`src/rtl/i2c_pkg.sv`:
```
// Shared definitions for the I2C register-access sequencer:
// shifter command bits, FSM states, step indices and the step-table entry.
package i2c_pkg;

  // Shifter command bits (OR together to form a Cmd word)
  localparam logic [5:0] WR   = 6'b000001;
  localparam logic [5:0] STA  = 6'b000010;
  localparam logic [5:0] RD   = 6'b000100;
  localparam logic [5:0] STO  = 6'b001000;
  localparam logic [5:0] ACK  = 6'b010000;
  localparam logic [5:0] NACK = 6'b100000;

  // Sequencer FSM states
  typedef enum logic [2:0] {
    ST_IDLE,
    ST_ISSUE,
    ST_WAIT,
    ST_NEXT,
    ST_FINISH
  } state_t;

  // Step indices. Step 3 is the data byte for a write and the
  // repeated-start device byte for a read.
  localparam logic [2:0] STEP_DEV     = 3'd0;
  localparam logic [2:0] STEP_ADDR_HI = 3'd1;
  localparam logic [2:0] STEP_ADDR_LO = 3'd2;
  localparam logic [2:0] STEP_DATA    = 3'd3;
  localparam logic [2:0] STEP_RD      = 3'd4;

  // Which byte goes onto Tx_DATA for a step
  typedef enum logic [2:0] {
    TX_DEV_W,
    TX_ADDR_HI,
    TX_ADDR_LO,
    TX_WDATA,
    TX_DEV_R,
    TX_NONE
  } tx_sel_t;

  // One row of the step table
  typedef struct packed {
    logic [5:0] cmd;
    tx_sel_t    tx_sel;
    logic       last;
    logic [2:0] next;
  } step_t;

endpackage

```
`src/rtl/i2c_reg_ctrl_if.sv`:
```
// Bundle of the request/response bus (toward the init table walker) and the
// shifter bus. The sequencer uses the slave modport; its environment the master.
interface i2c_reg_ctrl_if;
  // request / response side
  logic        Wr_Req;
  logic        Rd_Req;
  logic [7:0]  Dev_Id;
  logic        Addr_Mode;
  logic [15:0] Reg_Addr;
  logic [7:0]  Wr_Data;
  logic [7:0]  Rd_Data;
  logic        RW_Done;
  logic        Ack_Err;
  logic        Timeout;
  logic        Busy;
  // shifter side
  logic [5:0]  Cmd;
  logic        Go;
  logic [7:0]  Tx_DATA;
  logic [7:0]  Rx_DATA;
  logic        Trans_Done;
  logic        ack_i;

  modport slave (
    input  Wr_Req, Rd_Req, Dev_Id, Addr_Mode, Reg_Addr, Wr_Data,
    input  Rx_DATA, Trans_Done, ack_i,
    output Rd_Data, RW_Done, Ack_Err, Timeout, Busy,
    output Cmd, Go, Tx_DATA
  );

  modport master (
    output Wr_Req, Rd_Req, Dev_Id, Addr_Mode, Reg_Addr, Wr_Data,
    output Rx_DATA, Trans_Done, ack_i,
    input  Rd_Data, RW_Done, Ack_Err, Timeout, Busy,
    input  Cmd, Go, Tx_DATA
  );
endinterface

```
`src/rtl/i2c_step_rom.sv`:
```
// Step table: maps {is_read, addr_mode, step} to the shifter command, the
// byte source, whether this is the final step and which step follows.
module i2c_step_rom
  import i2c_pkg::*;
(
  input  logic       is_read,
  input  logic       addr_mode,
  input  logic [2:0] step,
  output step_t      entry
);

  // Pure lookup; unused combinations fall back to a harmless terminal entry
  always_comb begin
    entry.cmd    = '0;
    entry.tx_sel = TX_NONE;
    entry.last   = 1'b1;
    entry.next   = STEP_DEV;
    case (step)
      STEP_DEV: begin
        entry.cmd    = STA | WR;
        entry.tx_sel = TX_DEV_W;
        entry.last   = 1'b0;
        // 8-bit addressing skips the high address byte
        entry.next   = addr_mode ? STEP_ADDR_HI : STEP_ADDR_LO;
      end
      STEP_ADDR_HI: begin
        entry.cmd    = WR;
        entry.tx_sel = TX_ADDR_HI;
        entry.last   = 1'b0;
        entry.next   = STEP_ADDR_LO;
      end
      STEP_ADDR_LO: begin
        // SCCB-style read closes the address phase with a stop
        entry.cmd    = is_read ? (WR | STO) : WR;
        entry.tx_sel = TX_ADDR_LO;
        entry.last   = 1'b0;
        entry.next   = STEP_DATA;
      end
      STEP_DATA: begin
        if (is_read) begin
          entry.cmd    = STA | WR;
          entry.tx_sel = TX_DEV_R;
          entry.last   = 1'b0;
          entry.next   = STEP_RD;
        end else begin
          entry.cmd    = WR | STO;
          entry.tx_sel = TX_WDATA;
          entry.last   = 1'b1;
          entry.next   = STEP_DEV;
        end
      end
      STEP_RD: begin
        if (is_read) begin
          entry.cmd    = RD | NACK | STO;
          entry.tx_sel = TX_NONE;
          entry.last   = 1'b1;
          entry.next   = STEP_DEV;
        end
      end
      default: ;
    endcase
  end

endmodule

```
`src/rtl/i2c_reg_ctrl.sv`:
```
// Register-access sequencer in front of the I2C bit shifter. Accepts one
// register read/write, walks the step table issuing Go/Cmd/Tx_DATA per byte,
// waits for Trans_Done on each, collects ACKs and read data, and guards each
// byte step with a watchdog.
module i2c_reg_ctrl
  import i2c_pkg::*;
#(
  parameter int TIMEOUT_CYC = 100_000,
  parameter int CNT_W       = 17
) (
  input logic           Clk,
  input logic           Rst,
  i2c_reg_ctrl_if.slave bus
);

  localparam logic [CNT_W-1:0] WD_LAST = CNT_W'(TIMEOUT_CYC - 1);

  state_t           state_reg;
  logic [2:0]       step_reg;
  logic             last_reg;
  logic [CNT_W-1:0] wd_cnt_reg;
  logic [CNT_W-1:0] wd_cnt_next;

  // latched request
  logic             is_read_reg;
  logic             addr_mode_reg;
  logic [6:0]       dev_reg;
  logic [15:0]      addr_reg;
  logic [7:0]       wdata_reg;

  // registered outputs
  logic [7:0]       rd_data_reg;
  logic             rw_done_reg;
  logic             ack_err_reg;
  logic             timeout_reg;
  logic             busy_reg;
  logic [5:0]       cmd_reg;
  logic             go_reg;
  logic [7:0]       tx_reg;

  logic             accept;
  logic             req_is_read;
  logic             rom_is_read;
  logic             rom_addr_mode;
  logic [6:0]       src_dev;
  logic [7:0]       tx_byte;
  step_t            rom_entry;
  logic             unused_dev_lsb;

  // Bit 0 of the device ID is always replaced by the phase R/W bit
  assign unused_dev_lsb = bus.Dev_Id[0];

  // Write wins over a simultaneous read
  assign accept      = (state_reg == ST_IDLE) && (bus.Wr_Req || bus.Rd_Req);
  assign req_is_read = bus.Rd_Req && !bus.Wr_Req;
  assign wd_cnt_next = wd_cnt_reg + CNT_W'(1);

  // In IDLE the first step is loaded straight from the live request, so the
  // table and the device byte look at the inputs rather than the latches
  assign rom_is_read   = (state_reg == ST_IDLE) ? req_is_read   : is_read_reg;
  assign rom_addr_mode = (state_reg == ST_IDLE) ? bus.Addr_Mode : addr_mode_reg;
  assign src_dev       = (state_reg == ST_IDLE) ? bus.Dev_Id[7:1] : dev_reg;

  i2c_step_rom u_step_rom (
    .is_read   (rom_is_read),
    .addr_mode (rom_addr_mode),
    .step      (step_reg),
    .entry     (rom_entry)
  );

  // Select the byte the current step puts on Tx_DATA
  always_comb begin
    tx_byte = '0;
    case (rom_entry.tx_sel)
      TX_DEV_W:   tx_byte = {src_dev, 1'b0};
      TX_ADDR_HI: tx_byte = addr_reg[15:8];
      TX_ADDR_LO: tx_byte = addr_reg[7:0];
      TX_WDATA:   tx_byte = wdata_reg;
      TX_DEV_R:   tx_byte = {dev_reg, 1'b1};
      default:    tx_byte = '0;
    endcase
  end

  // Sequencer FSM with all outputs registered
  always_ff @(posedge Clk) begin
    if (Rst) begin
      state_reg     <= ST_IDLE;
      step_reg      <= STEP_DEV;
      last_reg      <= 1'b0;
      wd_cnt_reg    <= '0;
      is_read_reg   <= 1'b0;
      addr_mode_reg <= 1'b0;
      dev_reg       <= '0;
      addr_reg      <= '0;
      wdata_reg     <= '0;
      rd_data_reg   <= '0;
      rw_done_reg   <= 1'b0;
      ack_err_reg   <= 1'b0;
      timeout_reg   <= 1'b0;
      busy_reg      <= 1'b0;
      cmd_reg       <= '0;
      go_reg        <= 1'b0;
      tx_reg        <= '0;
    end else begin
      case (state_reg)
        ST_IDLE: begin
          if (accept) begin
            is_read_reg   <= req_is_read;
            addr_mode_reg <= bus.Addr_Mode;
            dev_reg       <= bus.Dev_Id[7:1];
            addr_reg      <= bus.Reg_Addr;
            wdata_reg     <= bus.Wr_Data;
            ack_err_reg   <= 1'b0;
            timeout_reg   <= 1'b0;
            busy_reg      <= 1'b1;
            go_reg        <= 1'b1;
            cmd_reg       <= rom_entry.cmd;
            tx_reg        <= tx_byte;
            state_reg     <= ST_ISSUE;
          end
        end
        ST_ISSUE: begin
          go_reg     <= 1'b0;
          wd_cnt_reg <= '0;
          state_reg  <= ST_WAIT;
        end
        ST_WAIT: begin
          // Completion beats the watchdog when both land in the same cycle
          if (bus.Trans_Done) begin
            if (|(cmd_reg & WR) && bus.ack_i) begin
              ack_err_reg <= 1'b1;
            end
            if (|(cmd_reg & RD)) begin
              rd_data_reg <= bus.Rx_DATA;
            end
            last_reg  <= rom_entry.last;
            step_reg  <= rom_entry.next;
            state_reg <= ST_NEXT;
          end else if (wd_cnt_next == WD_LAST) begin
            timeout_reg <= 1'b1;
            rw_done_reg <= 1'b1;
            busy_reg    <= 1'b0;
            state_reg   <= ST_FINISH;
          end else begin
            wd_cnt_reg <= wd_cnt_next;
          end
        end
        ST_NEXT: begin
          if (last_reg) begin
            rw_done_reg <= 1'b1;
            busy_reg    <= 1'b0;
            state_reg   <= ST_FINISH;
          end else begin
            go_reg    <= 1'b1;
            cmd_reg   <= rom_entry.cmd;
            tx_reg    <= tx_byte;
            state_reg <= ST_ISSUE;
          end
        end
        ST_FINISH: begin
          rw_done_reg <= 1'b0;
          step_reg    <= STEP_DEV;
          last_reg    <= 1'b0;
          state_reg   <= ST_IDLE;
        end
        default: state_reg <= ST_IDLE;
      endcase
    end
  end

  assign bus.Rd_Data = rd_data_reg;
  assign bus.RW_Done = rw_done_reg;
  assign bus.Ack_Err = ack_err_reg;
  assign bus.Timeout = timeout_reg;
  assign bus.Busy    = busy_reg;
  assign bus.Cmd     = cmd_reg;
  assign bus.Go      = go_reg;
  assign bus.Tx_DATA = tx_reg;

endmodule
```
`src/flat_wrapper.sv`:
```
// flat-port wrapper written by rule: the top's interface ports become plain ports
module i2c_reg_ctrl_flat import i2c_pkg::*;
#(
  parameter int TIMEOUT_CYC = 100_000,
  parameter int CNT_W       = 17
)
  (Clk, Rst, bus_Wr_Req, bus_Rd_Req, bus_Dev_Id, bus_Addr_Mode, bus_Reg_Addr, bus_Wr_Data, bus_Rx_DATA, bus_Trans_Done, bus_ack_i, bus_Rd_Data, bus_RW_Done, bus_Ack_Err, bus_Timeout, bus_Busy, bus_Cmd, bus_Go, bus_Tx_DATA);
  i2c_reg_ctrl_if bus_i ();
  input logic Clk;
  input logic Rst;
  input wire logic [$bits(bus_i.Wr_Req)-1:0] bus_Wr_Req;
  input wire logic [$bits(bus_i.Rd_Req)-1:0] bus_Rd_Req;
  input wire logic [$bits(bus_i.Dev_Id)-1:0] bus_Dev_Id;
  input wire logic [$bits(bus_i.Addr_Mode)-1:0] bus_Addr_Mode;
  input wire logic [$bits(bus_i.Reg_Addr)-1:0] bus_Reg_Addr;
  input wire logic [$bits(bus_i.Wr_Data)-1:0] bus_Wr_Data;
  input wire logic [$bits(bus_i.Rx_DATA)-1:0] bus_Rx_DATA;
  input wire logic [$bits(bus_i.Trans_Done)-1:0] bus_Trans_Done;
  input wire logic [$bits(bus_i.ack_i)-1:0] bus_ack_i;
  output wire logic [$bits(bus_i.Rd_Data)-1:0] bus_Rd_Data;
  output wire logic [$bits(bus_i.RW_Done)-1:0] bus_RW_Done;
  output wire logic [$bits(bus_i.Ack_Err)-1:0] bus_Ack_Err;
  output wire logic [$bits(bus_i.Timeout)-1:0] bus_Timeout;
  output wire logic [$bits(bus_i.Busy)-1:0] bus_Busy;
  output wire logic [$bits(bus_i.Cmd)-1:0] bus_Cmd;
  output wire logic [$bits(bus_i.Go)-1:0] bus_Go;
  output wire logic [$bits(bus_i.Tx_DATA)-1:0] bus_Tx_DATA;
  assign bus_i.Wr_Req = bus_Wr_Req;
  assign bus_i.Rd_Req = bus_Rd_Req;
  assign bus_i.Dev_Id = bus_Dev_Id;
  assign bus_i.Addr_Mode = bus_Addr_Mode;
  assign bus_i.Reg_Addr = bus_Reg_Addr;
  assign bus_i.Wr_Data = bus_Wr_Data;
  assign bus_i.Rx_DATA = bus_Rx_DATA;
  assign bus_i.Trans_Done = bus_Trans_Done;
  assign bus_i.ack_i = bus_ack_i;
  assign bus_Rd_Data = bus_i.Rd_Data;
  assign bus_RW_Done = bus_i.RW_Done;
  assign bus_Ack_Err = bus_i.Ack_Err;
  assign bus_Timeout = bus_i.Timeout;
  assign bus_Busy = bus_i.Busy;
  assign bus_Cmd = bus_i.Cmd;
  assign bus_Go = bus_i.Go;
  assign bus_Tx_DATA = bus_i.Tx_DATA;
  i2c_reg_ctrl #(.TIMEOUT_CYC(TIMEOUT_CYC), .CNT_W(CNT_W)) u_core (.Clk(Clk), .Rst(Rst), .bus(bus_i));
endmodule
```
`config.mk`:
```
export PLATFORM = sky130hd
export DESIGN_NAME = i2c_reg_ctrl_flat
export DESIGN_NICKNAME = d
export VERILOG_FILES = /design/src/rtl/i2c_pkg.sv /design/src/rtl/i2c_reg_ctrl_if.sv /design/src/rtl/i2c_step_rom.sv /design/src/rtl/i2c_reg_ctrl.sv /design/src/flat_wrapper.sv
export SDC_FILE = /design/constraint.sdc
export NUM_CORES = 1
export LEC_CHECK = 0
export ABC_AREA = 1
export BUFFER_PORTS_ARGS = -buffer_cell sky130_fd_sc_hd__buf_4
export CAP_MARGIN = 20
export CORE_UTILIZATION = 51
export DETAILED_ROUTE_END_ITERATION = 16
export HOLD_SLACK_MARGIN = 0.1
export PLACE_DENSITY = 0.8
export REMOVE_ABC_BUFFERS = 1
export SLEW_MARGIN = 25
export SYNTH_ARGS = -nofsm -noshare
export SYNTH_HDL_FRONTEND = slang
export SYNTH_SLANG_ARGS = --single-unit
```
`constraint.sdc`:
```
create_clock -name Clk -period 1.85 [get_ports Clk]
set_input_delay 0.0925 -clock Clk [delete_from_list [all_inputs] [get_ports Clk]]
set_output_delay 0.0925 -clock Clk [all_outputs]
set_load 0.1 [all_outputs]
```
# Word level (Yosys, flattened, before mapping)

Index checks and enable logic that the tools add are counted.

Reductions and logical operators: 26
$lt $le $gt $ge: 0
Multipliers: 0
Multiplexer cells: 43
Bitwise gates (word level): 0
Shifts and indexed selects: 0
Equality and inequality tests: 22
Div/mod/pow operators: 0
Add/subtract/negate cells: 1

Operators with widths:

| kind                                                   | count |
|---|---|
| case mux 13 bit (5 select lines)                       | 1 |
| case mux 8 bit (5 select lines)                        | 1 |
| two-way mux 17 bit                                     | 2 |
| case mux 17 bit (2 select lines)                       | 1 |
| equality test 3 x 2 -> 1 bit (second input constant)   | 6 |
| adder 17 x 1 -> 17 bit (second input constant)         | 1 |
| equality test 17 bit (second input constant)           | 1 |
| two-way mux 8 bit                                      | 2 |
| case mux 8 bit (2 select lines)                        | 1 |
| two-way mux 3 bit                                      | 5 |
| two-way mux 1 bit                                      | 14 |
| two-way mux 13 bit                                     | 1 |
| two-way mux 6 bit                                      | 2 |
| case mux 3 bit (4 select lines)                        | 1 |
| case mux 6 bit (2 select lines)                        | 1 |
| AND reduction 3 bit                                    | 4 |
| AND reduction 4 bit                                    | 3 |
| two-way mux 11 bit                                     | 1 |
| equality test 3 x 1 -> 1 bit (second input constant)   | 3 |
| equality test 3 bit (second input constant)            | 3 |
| logical NOT 3 bit                                      | 3 |
| case mux 1 bit (3 select lines)                        | 3 |
| nonzero test 3 bit                                     | 3 |
| inequality test 2 x 1 -> 1 bit (second input constant) | 4 |
| other kinds (13)                                       | 25 |

Output and inout bits: 27
Input port bits: 47
Bits in writable memories: 0
Latch bits: 0
Bits in registers: 84
Word-level logic and storage cells: 109
Bits in read-only memories: 0
Memories: 0

# Longest topological paths before layout

Word-level depth: 9
Mapped depth: 15
Mapped depth without buffers: 15

# By module

From an unflattened synthesis, not the netlist that was laid out.

Cells, all modules: 620
Area total of the unflattened synthesis: 4187.8 µm²

Modules (own cells, without submodules):

| module       | cells an instance | area each (µm²) | seq. area each (µm²) | instances |
|---|---|---|---|---|
| i2c_reg_ctrl | 592               | 4057.6          | 1681.6               | 1 |
| i2c_step_rom | 28                | 130.1           | 0.0                  | 1 |

# Worst setup path before layout

Ideal clock, no wire load.

Path type: register to register
Start point: reg u_core.wd_cnt_reg[1]
End point: reg u_core.wd_cnt_reg[11]
Required time: 1.735 ns
Cell stages (with the launch flop): 16
Clock period less this slack: 1.909 ns
Slack: -0.059 ns
Setup time: 0.115 ns
Buffers on the path: 1
Data arrival time: 1.794 ns
Path through: dfxtp_1 > ha_1 > nand2_1 > nor2_4 > nand2_1 > nand2_1 > nand2_1 > inv_2 > nand2_1 > nor2_2 > nand4_2 > nand2_4 > buf_6 > nand3_1 > nand2_1 > nor2_1

Longest elaborated chain between the ends: 4
Elaborated cells between the ends (all ways): 7
Classes of those cells: add/sub: 1; eq/ne: 2; mux: 3; reduce/logical: 1

RTL lines:

| item                                                                                     | line                | RTL |
|---|---|---|
| start: declaration                                                                       | i2c_reg_ctrl.sv:21  | `logic [CNT_W-1:0] wd_cnt_reg;` |
| start signal: assignment                                                                 | i2c_reg_ctrl.sv:145 | `wd_cnt_reg <= wd_cnt_next;` |
| adder 17 x 1 -> 17 bit (*)                                                               | i2c_reg_ctrl.sv:56  | `assign wd_cnt_next = wd_cnt_reg + CNT_W'(1);` |
| equality test 17 bit / two-way mux 17 bit (equally long branches)                        | i2c_reg_ctrl.sv:139 | `end else if (wd_cnt_next == WD_LAST) begin` |
| inequality test 2 bit (no line) / two-way mux 17 bit (equally long branches)             | n/a                 |  |
| AND reduction 3 bit (no line) / case mux 17 bit (2 select lines) (equally long branches) | n/a                 |  |

Mark *: on every way between the ends. The rest lies on a longest branch, timed or not. The select of a mux whose other input is x is not followed.
A chain may end at the register's enable or synchronous reset.

# Worst setup path after layout

Start point: reg u_core.wd_cnt_reg[0]
End point: reg u_core.wd_cnt_reg[13]

The elaborated chain is that of the path after synthesis.

==> results <==
- The final-report max-slew violation count came to 0.
- The static leakage power is between 2 and 3 nW.
- The worst-case hold slack is between 0.1 and 0.15 ns.
- The via count of the first global-routing pass is between 4000 and 5000.
- Of the total power, combinational logic draws 0.585.
- For this run, the number of Yosys warnings is 0.
- The power per cell area is roughly 1700 mW/mm².
- Across all register-to-register paths, the minimum setup slack is -0.27 ns.
- In this run the standard cell core region covers 0.007848 mm².
- For this run, the total global-route usage over all layers was measured as 0.3217.
- Headroom to the max-slew limit came out at 0.6470.
- The cell area after placement is 0.005075 mm².
- The non-filler instance count after layout is 900.
- The number of CTS-inserted buffers is 9.
- After floorplanning, the core was divided into 32 placement rows.
- The global placer's final weighted congestion is 0.8851.
- For the worst-skew pair, the clock arrives at the later sink with an insertion delay of 0.37 ns.
- The die height is 92.71 µm.
- Dividing the detail-routed wire length by the instance count gives 15.83 µm.
- IR analysis of the VDD net gives a maximum drop of ~0.0009 V.
- Subtracting the final worst setup slack from the clock period gives approximately 2.1 ns.
- After the last flow step, the layout net total stands at 842.
- Dividing the final minimum period by the clock period gives 1.144.
- The remaining routing DRC violations is 0.
- The share of the Yosys chip area taken by registers is 0.3912.
- The power share of the sequential group is 0.291.
- The flow ran to the end, but the final reports show violations.
- In this run, distinct cell masters in the synthesized netlist total 35.
- OpenSTA, run right after detailed placement, puts the worst setup slack at -0.1607 ns.
- In this run the worst setup path begins at u_core.wd_cnt_reg[0].
- The library cell used as clock root buffer is clkbuf_8.
- The final standard cell area without fillers is 0.006125 mm².
- The most frequent standard cell in the layout excluding fill and tap cells is nand2_1.
- The first global-routing pass estimated about 22 mm of wire.
- The largest fanout on the critical path is 5.
- Setup repair after global routing could not meet its margin everywhere.
- At the worst endpoint, the arrival time is 2.37 ns.
- The detail route stage leaves a number of antenna-violating nets equal to 0.
- The initial core utilization is 0.5348.
- In this run the critical register-to-register path is launched from u_core.wd_cnt_reg[0].
- The maximum clock frequency is 472.6 MHz.
- Detailed placement finished with a half-perimeter wire length of 7.834 mm.
- Summing every instance area after synthesis gives 0.004197 mm².
- The largest buffer count on any clock path is 2.
- The clock skew after layout is 0.01382 ns.
- In this run the horizontal extent of the chip is slightly above 90 µm.
- Clock-pin slew was measured on the worst setup and hold paths at 0.10 ns.
- By startpoint and endpoint, the worst setup path is classified as reg2reg.
- The final worst setup slack is -0.2658 ns.
- The routed design has 14.25 mm of wire.
- Summed over all nets, the switching power comes to slightly above 5 mW.
- The pre-antenna-repair detailed-routing pass consisted of 5 iterations.
- Cell internal power was estimated by the tool at about 5.1 mW.
- The remaining global-route overflow is 0.
- At the pin with the least slew margin, the transition time is 0.5295 ns.
- The share of cells above drive strength 1 is 0.2845.
- Of the total power, the share spent switching nets is 0.5021.
- The level count of the clock H-tree is 3.
- The flip-flop count of the largest register, all copies and words added is 17.
- Setup violations remaining at the end of the flow were counted as 23.
- The number of antenna violations at the first check in global routing is 0.
- Leaving out fill and tap cells, the most frequent cells in the layout are nand2_1, buf_4, a21oi_1, nor2_1, dfxtp_1.
- The worst min-delay path category is in2reg.
- The number of maximum-capacitance constraint violations is 0.
- Synthesis produced a netlist whose cell count is 638.
- STA puts the critical path data required time at 2.10 ns.
- The layout overhead on the synthesized area is 45.95%.
- STA classifies the critical path startpoint as a register.
- The number of antenna repair diodes is 0.
- In this run, the number of DRC markers left after iteration 0 of detailed routing was 548.
- The total via count in the routed design is 5112.
- The area of the die is 0.008595 mm².
- The I/O pin total is 74.
- The pin count of the biggest net entering global routing is 57.
- In this run the most critical hold path is launched from bus_Trans_Done.
- The per-cell via count in the routed design is around 5.7.
- The CTS sink count is 82.
- The TritonCTS clock tree is built.
- Measured on the finished design, the core utilization comes to 0.7805.
- The hold violation total from the final report came to 0.
- The cell count after placement is just over 800.
- The checks that failed: negative setup slack.
- The number of register bits inferred by synthesis is 82.
- The total of buffers placed on input and output ports is 71.
- The worst setup path is captured at a register.
- Of the total power, the clock network draws 0.123.
- A synthesized cell averages around 6.6 µm².
-- cells by family after synthesis --
| family | count (synthesis) | share of synthesized area |
|---|---|---|
| buffers and inverters | 107 | 0.1055 |
| flip-flops | 82 | 0.3912 |
| AND/OR/NAND/NOR | 299 | 0.3071 |
| AO/OA/AOI/OAI | 147 | 0.1893 |
| other | 1 | 0.0008936 |
| adder cells (fa/ha/maj) | 2 | 0.005962 |
-- routing by layer --
metal,share of wire,track usage
met5,0,0
met2,0.50,0.5642
met1,0.37,0.3731
met4,0.044,0.1564
met3,0.082,0.06322
-- synth_stat cells, drive strengths merged --
cell type    n  share of area
a211oi       2         0.0036
a21oi       85           0.10
a31oi        2         0.0030
and2         1         0.0015
buf         11          0.020
clkbuf      18          0.016
clkinv       3         0.0027
conb         1        0.00089
dfxtp       82           0.39
ha           2         0.0060
inv         75          0.067
nand2      140           0.13
nand3       53          0.063
nand3b       2         0.0036
nand4       10          0.016
nor2        88          0.086
nor3         5         0.0072
o211ai       8          0.014
o21ai       42          0.051
o221ai       1         0.0021
o22ai        7          0.010
-- power groups by stage --
stage	Sequential, mW	Combinational [mW]	Clock [mW]
floorplan	3.90	2.46	0
global placement	2.84	5.02	0
detailed placement	2.87	5.15	0
CTS	2.89	5.55	1.26
global route	3.03	6.46	1.35
finish	2.97	5.97	1.26
-- worst max-delay path, stage by stage (launching register included) --
cell       delay, ns
dfxtp_4         0.37
ha_4            0.17
nand2_4         0.06
nor2_4          0.15
buf_6           0.13
nand4_1         0.12
nand2_2         0.11
nand3_2         0.07
nor2_2          0.12
nand4_2         0.14
nand2_4         0.17
clkbuf_16       0.18
nand3_1         0.06
nand2_1         0.08
nor2_1          0.06
-- area by class of cell --
cell class | instances | area, µm²
inverter | 78 | 304.0
clock buffer | 9 | 123.9
tap | 102 | 127.6
sequential | 82 | 1668
fill | 508 | 1723
clock inverter | 7 | 58.81
multi-input combinational | 449 | 2333
timing repair buffer | 173 | 1509
-- per-stage QoR --
step	setup TNS [ns]	total power, mW
floorplan	-10.68	6.354
global placement	-0.9576	7.861
detailed placement	-2.658	8.023
CTS	-2.365	9.705
global route	-7.403	10.84
finish	-4.632	10.20
-- path summary, 6_finish.rpt --
| kind | to | depth (start not counted) |
|---|---|---|
| max | u_core.wd_cnt_reg[13] | 14 |
| max reg2reg | u_core.wd_cnt_reg[13] | 14 |
| min | u_core.bus.Timeout | 4 |
| min reg2reg | u_core.dev_reg[2] | 2 |
-- repair_timing --
action	in CTS	in global routing
pin swaps	28	28
gates cloned	2	1
hold buffers	43	0
setup endpoints to repair	30	55
setup buffers	10	4
endpoints found under the hold margin	42	0
gates resized for setup	38	51
Note: power is estimated with default switching activity, not from simulation.
